**config.mk**
```make
export PLATFORM = sky130hd
export DESIGN_NAME = full_adder
export DESIGN_NICKNAME = d
export VERILOG_FILES = /design/src/rtl/full_adder.sv
export SDC_FILE = /design/constraint.sdc
export NUM_CORES = 1
export LEC_CHECK = 0
export CELL_PAD_IN_SITES_DETAIL_PLACEMENT = 1
export CELL_PAD_IN_SITES_GLOBAL_PLACEMENT = 1
export CORE_AREA = 2 2 39 41
export DETAILED_ROUTE_END_ITERATION = 8
export DIE_AREA = 0 0 41 43
export HOLD_SLACK_MARGIN = 0.06
export PLACE_DENSITY = 0.39
export SLEW_MARGIN = 20
export SYNTH_ARGS = -nofsm -noshare
export SYNTH_HDL_FRONTEND = slang
export SYNTH_SLANG_ARGS = --single-unit
```
**constraint.sdc**
```tcl
create_clock -name clk -period 0.95 [get_ports clk]
set_input_delay 0.2375 -clock clk [delete_from_list [all_inputs] [get_ports clk]]
set_output_delay 0.2375 -clock clk [all_outputs]
set_load 0.005 [all_outputs]
```
**src/rtl/full_adder.sv**
```systemverilog
`default_nettype none
// ============================================================================
// Module   : full_adder
// Purpose  : WIDTH-bit unsigned adder {carry, sum} = a + b + c, built as a
//            ripple chain of 1-bit full-adder cells. Outputs are either
//            registered (REG_OUT=1, latency 1) or combinational (REG_OUT=0).
// Ports    : a, b      - addends, WIDTH bits, unsigned
//            c         - carry-in
//            sum       - low WIDTH bits of a+b+c
//            carry     - carry-out (bit WIDTH of a+b+c)
//            clk       - clock, rising edge
//            rst       - synchronous active-high reset
//            in_valid  - qualifies a/b/c this cycle
//            out_valid - qualifies sum/carry
// Revision : 1.0 - initial release
// ============================================================================
module full_adder #(
    parameter int WIDTH   = 1,
    parameter bit REG_OUT = 1'b1
) (
    input  logic [WIDTH-1:0] a,
    input  logic [WIDTH-1:0] b,
    input  logic             c,
    output logic [WIDTH-1:0] sum,
    output logic             carry,
    input  logic             clk,
    input  logic             rst,
    input  logic             in_valid,
    output logic             out_valid
);

    // w_cy[i] is the carry into cell i; w_cy[WIDTH] is the final carry-out.
    logic [WIDTH:0]   w_cy;
    logic [WIDTH-1:0] w_sum;

    assign w_cy[0] = c;

    for (genvar i = 0; i < WIDTH; i++) begin : g_cell
        logic w_p;
        assign w_p        = a[i] ^ b[i];
        assign w_sum[i]   = w_p ^ w_cy[i];
        assign w_cy[i+1]  = (a[i] & b[i]) | (w_cy[i] & w_p);
    end

    if (REG_OUT) begin : g_reg
        logic [WIDTH-1:0] r_sum;
        logic             r_carry;
        logic             r_valid;

        // The data registers load only on in_valid, so idle cycles (and any
        // unknown values on a/b/c during them) never disturb the held result.
        always_ff @(posedge clk) begin
            if (rst) begin
                r_sum   <= '0;
                r_carry <= 1'b0;
                r_valid <= 1'b0;
            end else begin
                r_valid <= in_valid;
                if (in_valid) begin
                    r_sum   <= w_sum;
                    r_carry <= w_cy[WIDTH];
                end
            end
        end

        assign sum       = r_sum;
        assign carry     = r_carry;
        assign out_valid = r_valid;
    end else begin : g_comb
        // Data path is purely combinational; reset only masks the qualifier.
        assign sum       = w_sum;
        assign carry     = w_cy[WIDTH];
        assign out_valid = in_valid & ~rst;
    end

endmodule
`default_nettype wire

```
# Word-level counts from Yosys, hierarchy flattened
# Index checks and enable logic that the tools add are counted.
[op_classes]
bitwise_logic = 5
[op_table]
columns = ["cell", "count"]
rows = [
  ["$and A1 B1 Y1", 2],
  ["$xor A1 B1 Y1", 2],
  ["$or A1 B1 Y1", 1],
]
[totals]
ff_bits = 3
inputBits = 6
out_inout_bits = 3
elab_cells = 8

# Depth between registers and ports, before layout
# Gate-level depths: netlist (run 1).
[depth]
ltp_word = 3
ltp_mapped = 3
mapped_depth_nobuf = 3

# Worst setup path after synthesis (run 1)
# No wires, ideal clock.
[synth_path]
path_type = "in2reg"
startpoint = "input a"
endpoint = "register g_reg.r_sum, in the netlist sum"
setup_time_ns = 0.114
arrival_ns = 0.858
required_time_ns = 0.836
slack_ns = -0.023
cell_stages = 3
path_buffers = 0
cell_sequence = "fa_1 > mux2i_1 > nor2_1"
[synth_via]
elab_chain_len = 2
[synth_lines]
columns = ["item", "line_no", "rtl"]
rows = [
  ["start: declaration", "21", "input logic [WIDTH-1:0] a,"],
  ["$xor A1 B1 Y1", "40", "assign w_p = a[i] ^ b[i];"],
  ["$xor A1 B1 Y1", "41", "assign w_sum[i] = w_p ^ w_cy[i];"],
  ["end signal: assignment", "60", "r_sum <= w_sum;"],
  ["end: declaration", "46", "logic [WIDTH-1:0] r_sum;"],
]
# Every way passes these cells.
# A chain may end at the register's enable or synchronous reset.

==> results of run 1 <==
layout by cell type (no fill, tap or decap):
cell,instances
clkbuf_2,1
nor2b_1,1
buf_2,5
clkdlybuf4s50_1,2
dfxtp_2,2
mux2i_1,2
dfxtp_1,1
fa_1,1
nor2_1,2
clkbuf_1,1
buf_4,1
clkbuf_4,3
path summary, 6_finish.rpt:
| check | endpoint | slack, ps | cells past startpoint |
|---|---|---|---|
| worst max-delay path | carry | 40 | 3 |
| worst min-delay path | sum | 430 | 4 |
| worst max register to register | carry | 240 | 3 |
| worst min register to register | sum | 480 | 2 |
cell type report:
class	instances	area, um2	area share
Sequential cell	3	62.6	0.284
Timing Repair Buffer	9	57.6	0.261
Multi-Input combinational cell	6	53.8	0.244
Clock buffer	4	26.3	0.119
Tap cell	16	20.0	0.0909
routing by layer:
| metal | global-route usage | wire, um |
|---|---|---|
| met1 | 0.0323 | 104 |
| met2 | 0.0375 | 97 |
| met3 | 0.0366 | 84 |
| met4 | 0.0800 | 4 |
| met5 | 0 | 0 |
cells by family after synthesis:
family                     synth area share
DFF                                   0.527
and+or+nand+nor                       0.121
muxes                                 0.176
adders and majority gates             0.176
sequential cells by signal, summed over array words and instances, names as in the netlist:
register	count
out_valid	1
carry	1
sum	1
where the power goes:
part,total [W],leakage [nW],switching (W),internal (W)
clock network,0.000222,0.0150,0.0000649,0.000157
registers,0.000141,0.0256,0.00000352,0.000137
logic,0.0000527,0.0649,0.0000206,0.0000321
total,0.000416,0.105,0.0000889,0.000327
Yosys cell counts, drive strengths merged:
cell type,n
nor2,2
fa,1
nor2b,1
mux2i,2
dfxtp,3
per-stage QoR:
| stage | util | area (um2) | setup slack [ps] | std cells |
|---|---|---|---|---|
| floorplan | - | 114 | -22.7 | 9 |
| global placement | 0.160 | 221 | -494 | 34 |
| detailed placement | 0.160 | 221 | -521 | 34 |
| CTS | 0.163 | 225 | 21.4 | 38 |
| global route | 0.159 | 220 | 10.8 | 38 |
| finish | 0.159 | 220 | 42.4 | 38 |
worst min-delay path, delay by kind of cell:
| kind | cells | cell delay (ps) |
|---|---|---|
| fa+ha+maj | 1 | 160 |
| mux | 1 | 70 |
| buf+inv | 1 | 90 |
| simple gates | 1 | 70 |
what timing repair did:
item,in CTS,in global routing
resized for setup,24,1
pin swaps,2,2
setup endpoints to repair,5,1
==> metrics.yaml, run 1 <==
ys_top_cells_by_area: "dfxtp_1, fa_1, mux2i_1"
required_ps: 1070
synth.top_cell.area_share: 0.527
cp-end-kind: "flip-flop"
holdBufCountCts: 0
postSynthCellCount: 9
area_delta_synth_final_pct: 93.4
clock_path_buffers: 2
p_total_w: 0.000416
crit_family: "buffers and inverters"
drt_pre_antenna_iters: 2
crit_type: "primary input to flip-flop"
hold_ws_ps: 429
max_slew_margin: 0.910
antennaDiodeCount: 0
vias: 112
drv_cap: 0
syn_avg_cell_area_um2: 12.7
num_rows: 14
h-tree-depth: 1
reg2reg_from: "carry"
ant_nets: 0
fin_skew_ps: 0
synth-seq-area-share: 0.527
start_util: 0.0823
final_nets: 30
place_congestion: 0.586
dieArea_um2: 1760
report.final.slew_viol_count: 0
finalSetupTns_ps: 0
ys_warn_count: 0
path_cells: "clkdlybuf4s50_1, mux2i_1, nor2_1"
clock_latency_ps: 230
via_per_inst: 2.95
tightest_slew_ps: 131
power_leakage_nw: 0.105
fill_cells: 161
ys_ff_latch: 3
cts_num_sinks: 3
io_buffers: 8
clkSlewWorstSetupHoldPaths_ps: 40
root_buffer: "clkbuf_4"
wl_per_cell_um: 7.66
die_h_um: 43
status: "finished clean"
path_max_fanout: 3
cpMaxStageDelayCell: "clkdlybuf4s50_1"
worst_ir_drop_vdd_mv: 0.460
die_x_um: 41
first_global_vias: 110
clock.fmax_mhz: 1100
drc: 0
fin_crit_sh: 0.955
fin_crit_ps: 908
grt_antenna_before_repair: 0
numCtsBuffers: 3
grtUsageTotal: 0.0412
io-pin-count: 9
yosysTopAreaCell: "dfxtp_1"
hp-class: "primary input to flip-flop"
crit_buf_inv: 1
grt_pass1_wl_um: 386
rsz0062_at_grt: "no"
drive_above_1_share: 0.545
critical_path.max_stage_delay_ps: 530
worst_ep_arrival_time_ps: 1020
postCtsSetupBuffers: 0
netlist_area_um2: 114
initialDrtViolationCount: 1
ys_types: 5
gr-total-overflow: 0
setup_viol: 0
cp-startpoint: "in_valid"
grt_max_degree: 4
hold_violations: 0
wirelength_um: 291
synth_nets: 16
power_density_nw_per_um2: 1890
hp-start: "b"
core_area_um2: 1380
cts_tree: "yes"
start_kind: "primary input"
No activity file was read; power rests on OpenSTA's default activity.
==> run 2, diff against run 1 <==
--- a/config.mk
+++ b/config.mk
@@ -12,6 +12,7 @@
 export DIE_AREA = 0 0 41 43
 export HOLD_SLACK_MARGIN = 0.06
 export PLACE_DENSITY = 0.39
+export SKIP_LAST_GASP = 1
 export SLEW_MARGIN = 20
 export SYNTH_ARGS = -nofsm -noshare
 export SYNTH_HDL_FRONTEND = slang
==> results of run 2 <==
Final layout, timing and power as in run 1 (identical DEF).
==> RTL change 1 (settings of run 2) <==
Register the output `out_valid`, cleared by the reset; this adds one clock of latency there. The other outputs are not delayed to match.
--- a/src/rtl/full_adder.sv
+++ b/src/rtl/full_adder.sv
@@ -30,2 +30,4 @@
 );
+
+    logic out_valid_d;
 
@@ -67,3 +69,3 @@
         assign carry     = r_carry;
-        assign out_valid = r_valid;
+        assign out_valid_d = r_valid;
     end else begin : g_comb
@@ -72,3 +74,11 @@
         assign carry     = w_cy[WIDTH];
-        assign out_valid = in_valid & ~rst;
+        assign out_valid_d = in_valid & ~rst;
+    end
+
+    always_ff @(posedge clk) begin
+        if (rst) begin
+            out_valid <= '0;
+        end else begin
+            out_valid <= out_valid_d;
+        end
     end
Check against the original RTL: not equivalent (a bounded check fails within 4 cycles, from zero or initial values and one cycle with rst high).
==> RTL change 1 against run 2 <==
  * Final cell count is 2.6% higher
  * Largest power group unchanged
  * Largest cell class unchanged
  * Routed wire length is 27% higher
  * Synthesized cell count is 22% higher
  * Critical path depth is 2 lower
  * Total power is 9.4% higher
  * Area after synthesis is 23% higher
  * Setup slack better by 0.0016 ns
  * Utilization is 1.8 points higher
  * Combinational power is 4.4% higher
  * Sequential cell count is 1 higher
  * Cell area is 11% higher
  * Hold slack worse by 0.072 ns
==> RTL change 1: results <==
metrics = {
    "outcome": {
        "status": "finished, final reports clean",
    },
    "global_routing": {
        "grt_max_degree": 5,
        "use_met2": 0.0688,
        "grt.busiest_layer": "met2",
        "grt.met3_usage": 0.0262,
        "grt_use_total": 0.0532,
        "grt_pass1_wl_um": 572,
        "met1_usage": 0.0547,
    },
    "drt": {
        "wl_met3_um": 60,
        "drt-met1-wl_um": 146,
        "vias": 121,
        "viasPerCell": 3.10,
        "highest_layer": "met3",
    },
    "place": {
        "post_dp_cell_area_sq_um": 248,
        "gp_congestion": 0.490,
        "dp_slack_ns": -0.514,
    },
    "sta": {
        "fin_hold_ws_ns": 0.357,
        "finClkSkew_ns": 0.0000953,
    },
    "hold_path": {
        "whs_path_depth": 2,
        "hold-path-endpoint": "g_reg.r_valid",
        "hp-start": "in_valid",
    },
    "synthesis": {
        "synthTopCellsByCount": "4 x dfxtp_1, 2 x mux2i_1, 2 x nor2_1, 2 x nor2b_1, 1 x fa_1",
        "seq_area_frac_synth": 0.571,
        "syn_nets": 18,
        "yosys-top-cells-area": "dfxtp_1 57%, fa_1 14%, mux2i_1 14%",
    },
    "setup_path": {
        "critical-path-top-delay-family": "flip-flops",
        "crit_fanout": 2,
        "slowest_delay_ns": 0.31,
        "timing.rr.start": "sum",
        "worstPathArrival_ns": 0.67,
        "slowest_stage": "dfxtp_2",
    },
    "finish": {
        "drive_gt1_frac": 0.522,
        "nets": 32,
    },
    "power_and_ir_drop": {
        "peakVddDrop_mv": 0.220,
        "p_leak_nw": 0.124,
    },
}
==> RTL change 1: cell types whose count changed after synthesis <==
cell	run 2	this run
dfxtp_1	3	4
nor2b_1	1	2
==> RTL change 1: cells by family (layout without fill, tap and decap cells) <==
logic type | count (synthesis) | count (layout) | synth area share
adder cells (fa/ha/maj) | 1 | 1 | 0.143
buffers and inverters | 0 | 12 | 0
flip-flops | 4 | 4 | 0.571
multiplexers | 2 | 2 | 0.143
AND/OR/NAND/NOR | 4 | 4 | 0.143
==> RTL change 1: how the worst max path moves through the flow <==
stage	cells past startpoint	to	start	slack (ns)
5_1_grt	4	sum	c	0.01
6_report	1	carry	carry	0.04
3_3_place_gp	4	sum	a	-0.50
2_1_floorplan	3	sum	a	-0.02
4_1_cts	4	sum	a	0.003
3_5_place_dp	4	sum	a	-0.51
==> RTL change 1: area by class of cell <==
cell class	instances	area, sq um
Tap cell	16	20.0
Multi-Input combinational cell	7	60.1
Sequential cell	4	82.6
Fill cell	164	1140
Timing Repair Buffer	9	60.1
Clock buffer	3	22.5
==> RTL change 1: repair_timing <==
action	in CTS	in global routing
hold buffers	0	0
resized for setup	24	2
setup buffers	0	0
endpoints found under the hold margin	0	0
endpoints found under the setup margin	5	1
pin swaps	2	2
==> RTL change 1: worst reg2reg max path, delay by kind of cell, from the launching register on <==
kind                   cells  cell delay [ns]
and+or+nand+nor            1             0.06
DFF                        1             0.31
buffers and inverters      1             0.12
muxes                      1             0.12
==> RTL change 1: where the power goes <==
group | internal [W] | switching [W] | leakage [nW]
Sequential | 0.000181 | 0.00000411 | 0.0338
Combinational | 0.0000329 | 0.0000221 | 0.0767
Clock | 0.000142 | 0.0000731 | 0.0138
Total | 0.000355 | 0.0000994 | 0.124
==> RTL change 2 (flow settings as in run 2) <==
Made on the original files. Add an input register stage for `a`, `b`, `c` and `in_valid`, cleared by the reset; this delays them by one clock. Comments in the files are not updated.
--- a/src/rtl/full_adder.sv
+++ b/src/rtl/full_adder.sv
@@ -31,2 +31,21 @@
 
+    logic [WIDTH-1:0] a_q;
+    logic [WIDTH-1:0] b_q;
+    logic c_q;
+    logic in_valid_q;
+
+    always_ff @(posedge clk) begin
+        if (rst) begin
+            a_q        <= '0;
+            b_q        <= '0;
+            c_q        <= '0;
+            in_valid_q <= '0;
+        end else begin
+            a_q        <= a;
+            b_q        <= b;
+            c_q        <= c;
+            in_valid_q <= in_valid;
+        end
+    end
+
     // w_cy[i] is the carry into cell i; w_cy[WIDTH] is the final carry-out.
@@ -35,3 +54,3 @@
 
-    assign w_cy[0] = c;
+    assign w_cy[0] = c_q;
 
@@ -39,5 +58,5 @@
         logic w_p;
-        assign w_p        = a[i] ^ b[i];
+        assign w_p        = a_q[i] ^ b_q[i];
         assign w_sum[i]   = w_p ^ w_cy[i];
-        assign w_cy[i+1]  = (a[i] & b[i]) | (w_cy[i] & w_p);
+        assign w_cy[i+1]  = (a_q[i] & b_q[i]) | (w_cy[i] & w_p);
     end
@@ -57,4 +76,4 @@
             end else begin
-                r_valid <= in_valid;
-                if (in_valid) begin
+                r_valid <= in_valid_q;
+                if (in_valid_q) begin
                     r_sum   <= w_sum;
@@ -72,3 +91,3 @@
         assign carry     = w_cy[WIDTH];
-        assign out_valid = in_valid & ~rst;
+        assign out_valid = in_valid_q & ~rst;
     end
Behaviour: not the same (Yosys sat finds a counterexample within 4 cycles, from zero or initial values and one cycle with rst high).
==> RTL change 2 against run 2 <==
  * Cell area rose by 60%
  * Setup slack got worse by 0.17 ns
  * Hold slack improved by 0.067 ns
  * Area after synthesis is 95% higher
  * Via count is 44% higher
  * Total power rose by 53%
  * Combinational power about the same
  * The flow now finishes with violations (setup timing)
  * Sequential cell count increased by 4
  * Routed wire length rose by 29%
==> RTL change 2: results <==
metrics = {
    "outcome": {
        "status": "finished, violations left",
        "violations": "setup timing",
    },
    "sta": {
        "setup_slack_ns": -0.124,
        "final.setup.tns_ns": -0.225,
        "worst_pin_slew_ns": 0.263,
        "finalSetupViolCount": 3,
    },
    "global_routing": {
        "use_met2": 0.0781,
        "grt_use_total": 0.0574,
        "grt_pass1_wl_um": 572,
        "grt_max_degree": 8,
        "grt.met3_usage": 0.0314,
        "met1_usage": 0.0455,
    },
    "place": {
        "placed_cells": 42,
        "gp_congestion": 0.631,
        "post_dp_cell_area_sq_um": 332,
        "dp_slack_ns": -0.131,
    },
    "finish": {
        "nets": 38,
        "diodes": 0,
        "nFillCells": 164,
        "drive_gt1_frac": 0.400,
    },
    "synthesis": {
        "synthTopCellsByCount": "7 x dfxtp_1, 4 x nor2b_1, 2 x mux2i_1, 2 x nor2_1",
        "syn_nets": 24,
        "synth.distinct_cells": 6,
        "seq_area_frac_synth": 0.633,
        "yosys-top-cells-area": "dfxtp_1 63%, nor2b_1 11%, fa_1 9.0%",
        "syn_inst": 17,
    },
    "power_and_ir_drop": {
        "p_leak_nw": 0.142,
        "peakVddDrop_mv": 0.543,
        "power_switching_w": 0.000129,
    },
    "drt": {
        "drtPass1Iterations": 1,
        "avgRoutedWirePerCell_um": 8.17,
        "drtIter0Drc": 0,
        "vias": 161,
        "viasPerCell": 3.50,
    },
    "hold_path": {
        "whs_path_depth": 2,
        "hold_path_class": "reg -> reg",
    },
    "setup_path": {
        "worstPathArrival_ns": 1.26,
    },
}
==> RTL change 2: repair_timing <==
| item | 4_1_cts | 5_1_grt |
|---|---|---|
| resized for setup | 10 | 3 |
| endpoints found under the setup margin | 5 | 4 |
| pin swaps | 1 | 1 |
==> RTL change 2: kinds of logic after synthesis <==
| family | count (synthesis) | share of synthesized area |
|---|---|---|
| muxes | 2 | 0.0904 |
| and+or+nand+nor | 7 | 0.186 |
| adders and majority gates | 1 | 0.0904 |
| DFF | 7 | 0.633 |
==> RTL change 2: layer usage <==
layer	wire, um	up-vias
li1	-	79
met1	131	74
met2	188	8
met3	55	0
met4	0	0
met5	0	-
==> RTL change 2: power by group through the flow <==
stage	logic (W)	clock network, W	registers (W)
floorplan	0.0000178	0	0.000323
global placement	0.0000582	0	0.000324
detailed placement	0.0000574	0	0.000324
CTS	0.0000548	0.000281	0.000319
global route	0.0000596	0.000297	0.000320
finish	0.0000529	0.000265	0.000319
==> RTL change 2: cell type report <==
class	instances	area (sq um)	share of cell area
clock buffers	4	26.3	0.0745
well taps	16	20.0	0.0567
flip-flops and latches	7	144	0.408
repair buffers	9	78.8	0.223
multi-input cells	10	83.8	0.238
==> RTL change 2: worst paths after layout <==
check | endpoint | slack [ns] | start
worst max-delay path | sum | -0.12 | a_q
worst min-delay path | sum | 0.50 | sum
worst max register to register | sum | -0.12 | a_q
worst min register to register | sum | 0.50 | sum
==> RTL change 2: critical path, stage by stage, from the launching register on <==
cell and delay (ns):
dfxtp_2 0.32, fa_2 0.55, mux2i_1 0.06, nor2_1 0.08
